## src/rtl/mc_ctrl_pkg.sv

```systemverilog
// Shared encodings for the multi-cycle MIPS sequencing controller.
// Latency: n/a (types, constants and one combinational helper only).
// Backpressure: n/a.
package mc_ctrl_pkg;

  typedef enum logic [2:0] {
    S_FETCH  = 3'd0,
    S_DECODE = 3'd1,
    S_EXEC   = 3'd2,
    S_MEM    = 3'd3,
    S_WB     = 3'd4
  } state_e;

  localparam logic [5:0] OP_RTYPE = 6'h00;
  localparam logic [5:0] OP_J     = 6'h02;
  localparam logic [5:0] OP_JAL   = 6'h03;
  localparam logic [5:0] OP_BEQ   = 6'h04;
  localparam logic [5:0] OP_ORI   = 6'h0D;
  localparam logic [5:0] OP_LUI   = 6'h0F;
  localparam logic [5:0] OP_LW    = 6'h23;
  localparam logic [5:0] OP_SW    = 6'h2B;

  localparam logic [5:0] FN_JR    = 6'h08;
  localparam logic [5:0] FN_ADDU  = 6'h21;
  localparam logic [5:0] FN_SUBU  = 6'h23;

  localparam logic [1:0] NPC_PC4  = 2'd0;
  localparam logic [1:0] NPC_BEQ  = 2'd1;
  localparam logic [1:0] NPC_JUMP = 2'd2;
  localparam logic [1:0] NPC_JR   = 2'd3;

  localparam logic [1:0] A3_RD    = 2'd0;
  localparam logic [1:0] A3_RT    = 2'd1;
  localparam logic [1:0] A3_RA    = 2'd2;

  localparam logic [1:0] DI_ALU   = 2'd0;
  localparam logic [1:0] DI_DM    = 2'd1;
  localparam logic [1:0] DI_PC4   = 2'd2;

  localparam logic [2:0] ALU_ADD  = 3'd0;
  localparam logic [2:0] ALU_SUB  = 3'd1;
  localparam logic [2:0] ALU_OR   = 3'd2;
  localparam logic [2:0] ALU_LUI  = 3'd3;

  typedef enum logic [3:0] {
    IC_RCALC, IC_ORI, IC_LUI, IC_LW, IC_SW,
    IC_BEQ, IC_J, IC_JAL, IC_JR, IC_NOP
  } iclass_e;

  typedef struct packed {
    logic       ext_sign;
    logic [2:0] alu_op;
    logic       alu_b_op;
  } alu_sel_t;

  // ALU/EXT selects an instruction needs from EXEC onward; held through MEM
  // and WB so the address or result on ALU C does not move.
  function automatic alu_sel_t alu_sel(input iclass_e ic, input logic [5:0] funct);
    alu_sel_t s;
    s = '0;
    case (ic)
      IC_RCALC: s.alu_op = (funct == FN_SUBU) ? ALU_SUB : ALU_ADD;
      IC_ORI:   begin s.alu_op = ALU_OR;  s.alu_b_op = 1'b1; end
      IC_LUI:   begin s.alu_op = ALU_LUI; s.alu_b_op = 1'b1; end
      IC_LW,
      IC_SW:    begin s.ext_sign = 1'b1; s.alu_op = ALU_ADD; s.alu_b_op = 1'b1; end
      IC_BEQ:   s.alu_op = ALU_SUB;
      default:  s = '0;
    endcase
    return s;
  endfunction

endpackage

```

## src/rtl/mc_decode.sv

```systemverilog
// Classifies the IR {opcode, funct} pair into an instruction class.
// Latency: purely combinational.
// Backpressure: none; ports: opcode/funct in, iclass out.
module mc_decode
  import mc_ctrl_pkg::*;
(
  input  logic [5:0] opcode,
  input  logic [5:0] funct,
  output iclass_e    iclass
);

  always_comb begin
    iclass = IC_NOP;
    case (opcode)
      OP_RTYPE: begin
        case (funct)
          FN_ADDU, FN_SUBU: iclass = IC_RCALC;
          FN_JR:            iclass = IC_JR;
          default:          iclass = IC_NOP;
        endcase
      end
      OP_ORI:  iclass = IC_ORI;
      OP_LUI:  iclass = IC_LUI;
      OP_LW:   iclass = IC_LW;
      OP_SW:   iclass = IC_SW;
      OP_BEQ:  iclass = IC_BEQ;
      OP_J:    iclass = IC_J;
      OP_JAL:  iclass = IC_JAL;
      default: iclass = IC_NOP;
    endcase
  end

endmodule

```

## src/rtl/mc_ctrl.sv

```systemverilog
// Multi-cycle FETCH/DECODE/EXEC/MEM/WB sequencer driving all datapath selects
// and strobes, plus a retired-instruction counter. Latency: 2-5 cycles/instr.
// Backpressure: none; outputs are Moore decode of state + IR, zeroed in reset.
module mc_ctrl
  import mc_ctrl_pkg::*;
(
  input  logic        clk,
  input  logic        reset,
  input  logic [5:0]  opcode,
  input  logic [5:0]  funct,
  output logic        ir_write,
  output logic        pc_write,
  output logic [1:0]  npc_op,
  output logic        grf_write,
  output logic [1:0]  grf_a3_op,
  output logic [1:0]  grf_di_op,
  output logic        ext_sign,
  output logic [2:0]  alu_op,
  output logic        alu_b_op,
  output logic        dm_write,
  output logic [2:0]  state,
  output logic        instr_done,
  output logic [31:0] retire_cnt
);

  state_e      state_q, state_d;
  logic [31:0] retire_cnt_q, retire_cnt_d;
  iclass_e     iclass;
  alu_sel_t    sel;

  mc_decode u_decode (
    .opcode (opcode),
    .funct  (funct),
    .iclass (iclass)
  );

  assign sel = alu_sel(iclass, funct);

  always_comb begin
    state_d    = S_FETCH;
    ir_write   = 1'b0;
    pc_write   = 1'b0;
    npc_op     = NPC_PC4;
    grf_write  = 1'b0;
    grf_a3_op  = A3_RD;
    grf_di_op  = DI_ALU;
    ext_sign   = 1'b0;
    alu_op     = ALU_ADD;
    alu_b_op   = 1'b0;
    dm_write   = 1'b0;
    instr_done = 1'b0;

    case (state_q)
      S_FETCH: begin
        ir_write = 1'b1;
        state_d  = S_DECODE;
      end
      S_DECODE: begin
        case (iclass)
          IC_J:   begin pc_write = 1'b1; npc_op = NPC_JUMP; instr_done = 1'b1; end
          IC_JR:  begin pc_write = 1'b1; npc_op = NPC_JR;   instr_done = 1'b1; end
          IC_NOP: begin pc_write = 1'b1; npc_op = NPC_PC4;  instr_done = 1'b1; end
          IC_JAL: state_d = S_WB;
          default: state_d = S_EXEC;
        endcase
      end
      S_EXEC: begin
        {ext_sign, alu_op, alu_b_op} = sel;
        case (iclass)
          IC_LW, IC_SW: state_d = S_MEM;
          IC_BEQ: begin
            pc_write   = 1'b1;
            npc_op     = NPC_BEQ;
            instr_done = 1'b1;
          end
          default: state_d = S_WB;
        endcase
      end
      S_MEM: begin
        {ext_sign, alu_op, alu_b_op} = sel;
        if (iclass == IC_SW) begin
          dm_write   = 1'b1;
          pc_write   = 1'b1;
          instr_done = 1'b1;
        end else begin
          state_d = S_WB;
        end
      end
      S_WB: begin
        // sel is all-zero for jal, so holding it here is harmless for that case.
        {ext_sign, alu_op, alu_b_op} = sel;
        grf_write  = 1'b1;
        pc_write   = 1'b1;
        instr_done = 1'b1;
        case (iclass)
          IC_JAL:   begin npc_op = NPC_JUMP; grf_a3_op = A3_RA; grf_di_op = DI_PC4; end
          IC_RCALC: begin grf_a3_op = A3_RD; grf_di_op = DI_ALU; end
          IC_LW:    begin grf_a3_op = A3_RT; grf_di_op = DI_DM;  end
          default:  begin grf_a3_op = A3_RT; grf_di_op = DI_ALU; end
        endcase
      end
      default: state_d = S_FETCH; // illegal codes: all outputs stay 0
    endcase

    // Reset gates outputs combinationally so no strobe can leak through in
    // the cycle reset is asserted, even before the state register reacts.
    if (!reset) begin
      ir_write   = 1'b0;
      pc_write   = 1'b0;
      npc_op     = NPC_PC4;
      grf_write  = 1'b0;
      grf_a3_op  = A3_RD;
      grf_di_op  = DI_ALU;
      ext_sign   = 1'b0;
      alu_op     = ALU_ADD;
      alu_b_op   = 1'b0;
      dm_write   = 1'b0;
      instr_done = 1'b0;
    end
  end

  assign retire_cnt_d = retire_cnt_q + (instr_done ? 32'd1 : 32'd0);

  always_ff @(posedge clk or negedge reset) begin
    if (!reset) begin
      state_q      <= S_FETCH;
      retire_cnt_q <= 32'd0;
    end else begin
      state_q      <= state_d;
      retire_cnt_q <= retire_cnt_d;
    end
  end

  assign state      = state_q;
  assign retire_cnt = retire_cnt_q;

endmodule
```

## config.mk

```make
export PLATFORM = sky130hd
export DESIGN_NAME = mc_ctrl
export DESIGN_NICKNAME = d
export VERILOG_FILES = /design/src/rtl/mc_ctrl_pkg.sv /design/src/rtl/mc_decode.sv /design/src/rtl/mc_ctrl.sv
export SDC_FILE = /design/constraint.sdc
export NUM_CORES = 1
export LEC_CHECK = 0
export CORE_MARGIN = 3
export CORE_UTILIZATION = 40
export CTS_CLUSTER_SIZE = 20
export DETAILED_ROUTE_END_ITERATION = 12
export GPL_TIMING_DRIVEN = 0
export PLACE_DENSITY_LB_ADDON = 0.12
export SYNTH_ARGS = -nofsm -noshare
export SYNTH_HDL_FRONTEND = slang
export SYNTH_SLANG_ARGS = --single-unit
```

## constraint.sdc

```tcl
create_clock -name clk -period 2.85 [get_ports clk]
set_input_delay 0.7125 -clock clk [delete_from_list [all_inputs] [get_ports clk]]
set_output_delay 0.7125 -clock clk [all_outputs]
set_load 0.02 [all_outputs]
```

==> impl_metrics.py <==
metrics = {
    "run_status": {
        "status": "finished with violations",
        "violations": "negative setup slack",
    },
    "global_route": {
        "grt_max_degree": 42,
        "grt_pass1_wl_um": 7734,
        "grt.total_usage_pct": 17.52,
        "grt_remaining_overflow": 0,
        "antenna_found_initial": 0,
        "grt_pass1_vias": 1630,
    },
    "sta": {
        "setup_ws_ns": -0.08195,
        "setup_violations": 10,
        "fin_crit_sh_pct": 102.9,
        "clock.fmax_mhz": 341.1,
        "finalMaxSlewViolations": 0,
        "timing.final.hold_violations": 0,
        "rsz0062_at_grt": "true",
        "fin_tns_setup_ns": -0.4824,
        "fin_skew_ns": 0.008429,
        "layout_min_cycle_time_ns": 2.932,
    },
    "routing": {
        "drtPass1Iterations": 5,
        "vias": 1806,
        "drt_iter0_drc": 75,
        "wl_um": 4997,
        "drc": 0,
        "wl_met2_um": 2392,
        "vias_per_cell": 5.343,
        "wire_per_inst_um": 14.78,
        "antenna_left": 0,
        "met3WireLength_um": 215,
        "highest_layer": "met4",
        "routedLengthMet1_um": 2310,
    },
    "layout": {
        "multiInputGateArea_sq_mm": 0.001167,
        "syn_to_final_growth_pct": 56.95,
        "instances_no_fill": 338,
        "num-fill-cells": 361,
        "drive_above_1_share_pct": 28.67,
        "n_antenna_cell": 0,
        "regArea_sq_um": 875.8,
        "nets": 301,
    },
    "synth": {
        "synth-main-ff-cell": "dfrtp_1",
        "ys_ff_latch": 35,
        "syn_inst": 201,
        "synth-edff-count": 0,
        "synth_top_area_share_pct": 45.25,
        "synth_commonest_cells": "dfrtp_1, nand2_1, xnor2_1, nor2_1, nand3_1",
        "synth.most_common_cell": "dfrtp_1",
        "synth_area_sq_mm": 0.001936,
        "ys_seq_area_share_pct": 45.25,
        "yosysTopAreaCell": "dfrtp_1",
        "synthesis.nets": 217,
        "avgSynthCellArea_sq_um": 9.630,
        "yosysUniqueCellTypes": 45,
        "synthTopCellsByArea": "dfrtp_1, xnor2_1, nand2_1, xor2_1, nand3_1",
        "synth-warning-count": 0,
        "async_flop_share_pct": 100.0,
    },
    "cts": {
        "cts_inserted_buffers": 5,
        "clkTransAtPathRegs_ns": 0.07,
        "clock_latency_ns": 0.28,
        "htree_levels": 2,
        "clock_sinks": 35,
        "cts_tree": "built",
        "clockBufferDepth": 2,
        "root_buffer": "clkbuf_8",
    },
    "critical_path": {
        "start_kind": "input pin",
        "path_class": "in -> out",
        "critPathMaxFanout": 8,
        "end_kind": "output port",
        "cp_data_required_time_ns": 2.14,
        "reg2regPathDepth": 12,
        "ff2ff_setup_slack_ns": 0.03,
        "arrival_ns": 2.22,
    },
    "run": {
        "max_cap_viol_count": 0,
    },
    "power_and_ir_drop": {
        "pwr-share-comb_pct": 32.9,
        "p_int_uw": 938.7,
        "switchingPower_uw": 484.4,
        "powerDensity_mw_per_mm2": 468.4,
        "p_sw_share_pct": 34.04,
        "seqPwrFrac_pct": 42.9,
        "cellLeakagePower_uw": 0.001401,
        "power.share.clock_pct": 24.2,
        "peakVddDrop_v": 0.0005240,
    },
    "place": {
        "dp.cells": 312,
        "gp_congestion": 0.7914,
        "place_hpwl_um": 3323,
        "port_buffers": 59,
    },
    "floorplan": {
        "dieArea_sq_mm": 0.005710,
        "chipWidth_um": 75.57,
        "rows": 24,
        "initial_core_util_pct": 42.97,
        "die-height_um": 75.57,
        "io-pin-count": 65,
        "core-area_sq_mm": 0.004504,
    },
    "hold_path": {
        "hold_path.class": "in -> async",
    },
}
registers in the layout (all words and copies together) (netlist names):
register	cells
state	3
retire_cnt	32
layout by cell type (no fill, tap or decap), types with 2 or more instances in the layout:
cell and n:
clkdlybuf4s50_1 39, dfrtp_1 35, buf_4 23, xnor2_1 20
nand2_1 17, nor2_1 15, nand3_1 12, buf_6 10
xor2_1 9, nand4_1 8, inv_1 6, a21oi_1 6
clkbuf_8 6, nor3_1 5, nand2_2 5, nor3_4 4
nand3_2 3, nor4_4 3, or2_1 3, and3_1 3
nand3b_1 3, a21oi_2 3, buf_2 3, nand2b_1 3
dlygate4sd2_1 3, dlymetal6s2s_1 3, and2_4 2, clkbuf_1 2
nor4_2 2, ha_4 2
kinds of logic after synthesis:
| group | synth area share, % |
|---|---|
| simple gates | 28.57 |
| flops | 45.25 |
| xor+xnor | 13.58 |
| compound gates | 7.046 |
| buf+inv | 3.555 |
| fa+ha+maj | 1.293 |
| other cells | 0.1937 |
| mux | 0.5172 |
critical path, cell delays in order:
cell	delay (ns)
buf_12	0.11
a211o_1	0.30
a21oi_2	0.15
a21oi_2	0.05
or2_1	0.23
a32o_2	0.31
buf_6	0.13
buf_6	0.10
buf_6	0.12
per-stage QoR:
stage	hold WS (ns)	util (%)	instance area, sq um	power [uW]	setup WS [ns]
finish	0.3273	67.44	3038	1423	-0.08195
global route	0.3430	67.44	3038	1499	-0.1968
CTS	0.3307	63.36	2854	1390	-0.07766
detailed placement	0.4698	59.67	2688	1040	-0.9800
global placement	0.4605	59.78	2693	1032	-1.754
floorplan	0.4169	-	2037	849.6	-0.1399
routing by layer:
| metal | global-route usage (%) | vias to the layer above |
|---|---|---|
| met5 | 0 | - |
| met4 | 4.078 | 0 |
| met3 | 4.617 | 15 |
| met2 | 27.13 | 59 |
| met1 | 24.57 | 861 |
| li1 | - | 871 |
power groups by stage:
stage	registers, uW	clock network, uW	logic, uW
3_3_place_gp	613	0	420
3_5_place_dp	613	0	428
6_report	611	344	468
2_1_floorplan	660	0	189
4_1_cts	610	353	427
5_1_grt	620	374	505
path summary, 6_finish.rpt:
path,start,end
worst max-delay path,opcode[2],pc_write
worst min-delay path,reset,retire_cnt[27]
worst max register to register,state[0],retire_cnt[26]
worst min register to register,retire_cnt[31],retire_cnt[31]
max in group asynchronous,reset,retire_cnt[6]
min in group clk,retire_cnt[31],retire_cnt[31]
final cells by class:
| type | instances | share of cell area [%] |
|---|---|---|
| inverters | 6 | 0.7414 |
| multi-input cells | 151 | 38.43 |
| well taps | 52 | 2.142 |
| repair buffers | 78 | 24.22 |
| clock inverters | 2 | 0.4119 |
| clock buffers | 6 | 2.389 |
| flip-flops and latches | 35 | 28.83 |
| plain buffers | 8 | 2.842 |
repair_timing:
item	in CTS	in global routing
resized for setup	76	29
buffers inserted	8	11
pin swaps	18	18
setup endpoints to repair	42	23
hold buffers	0	0
Note: power is estimated with default switching activity, not from simulation.
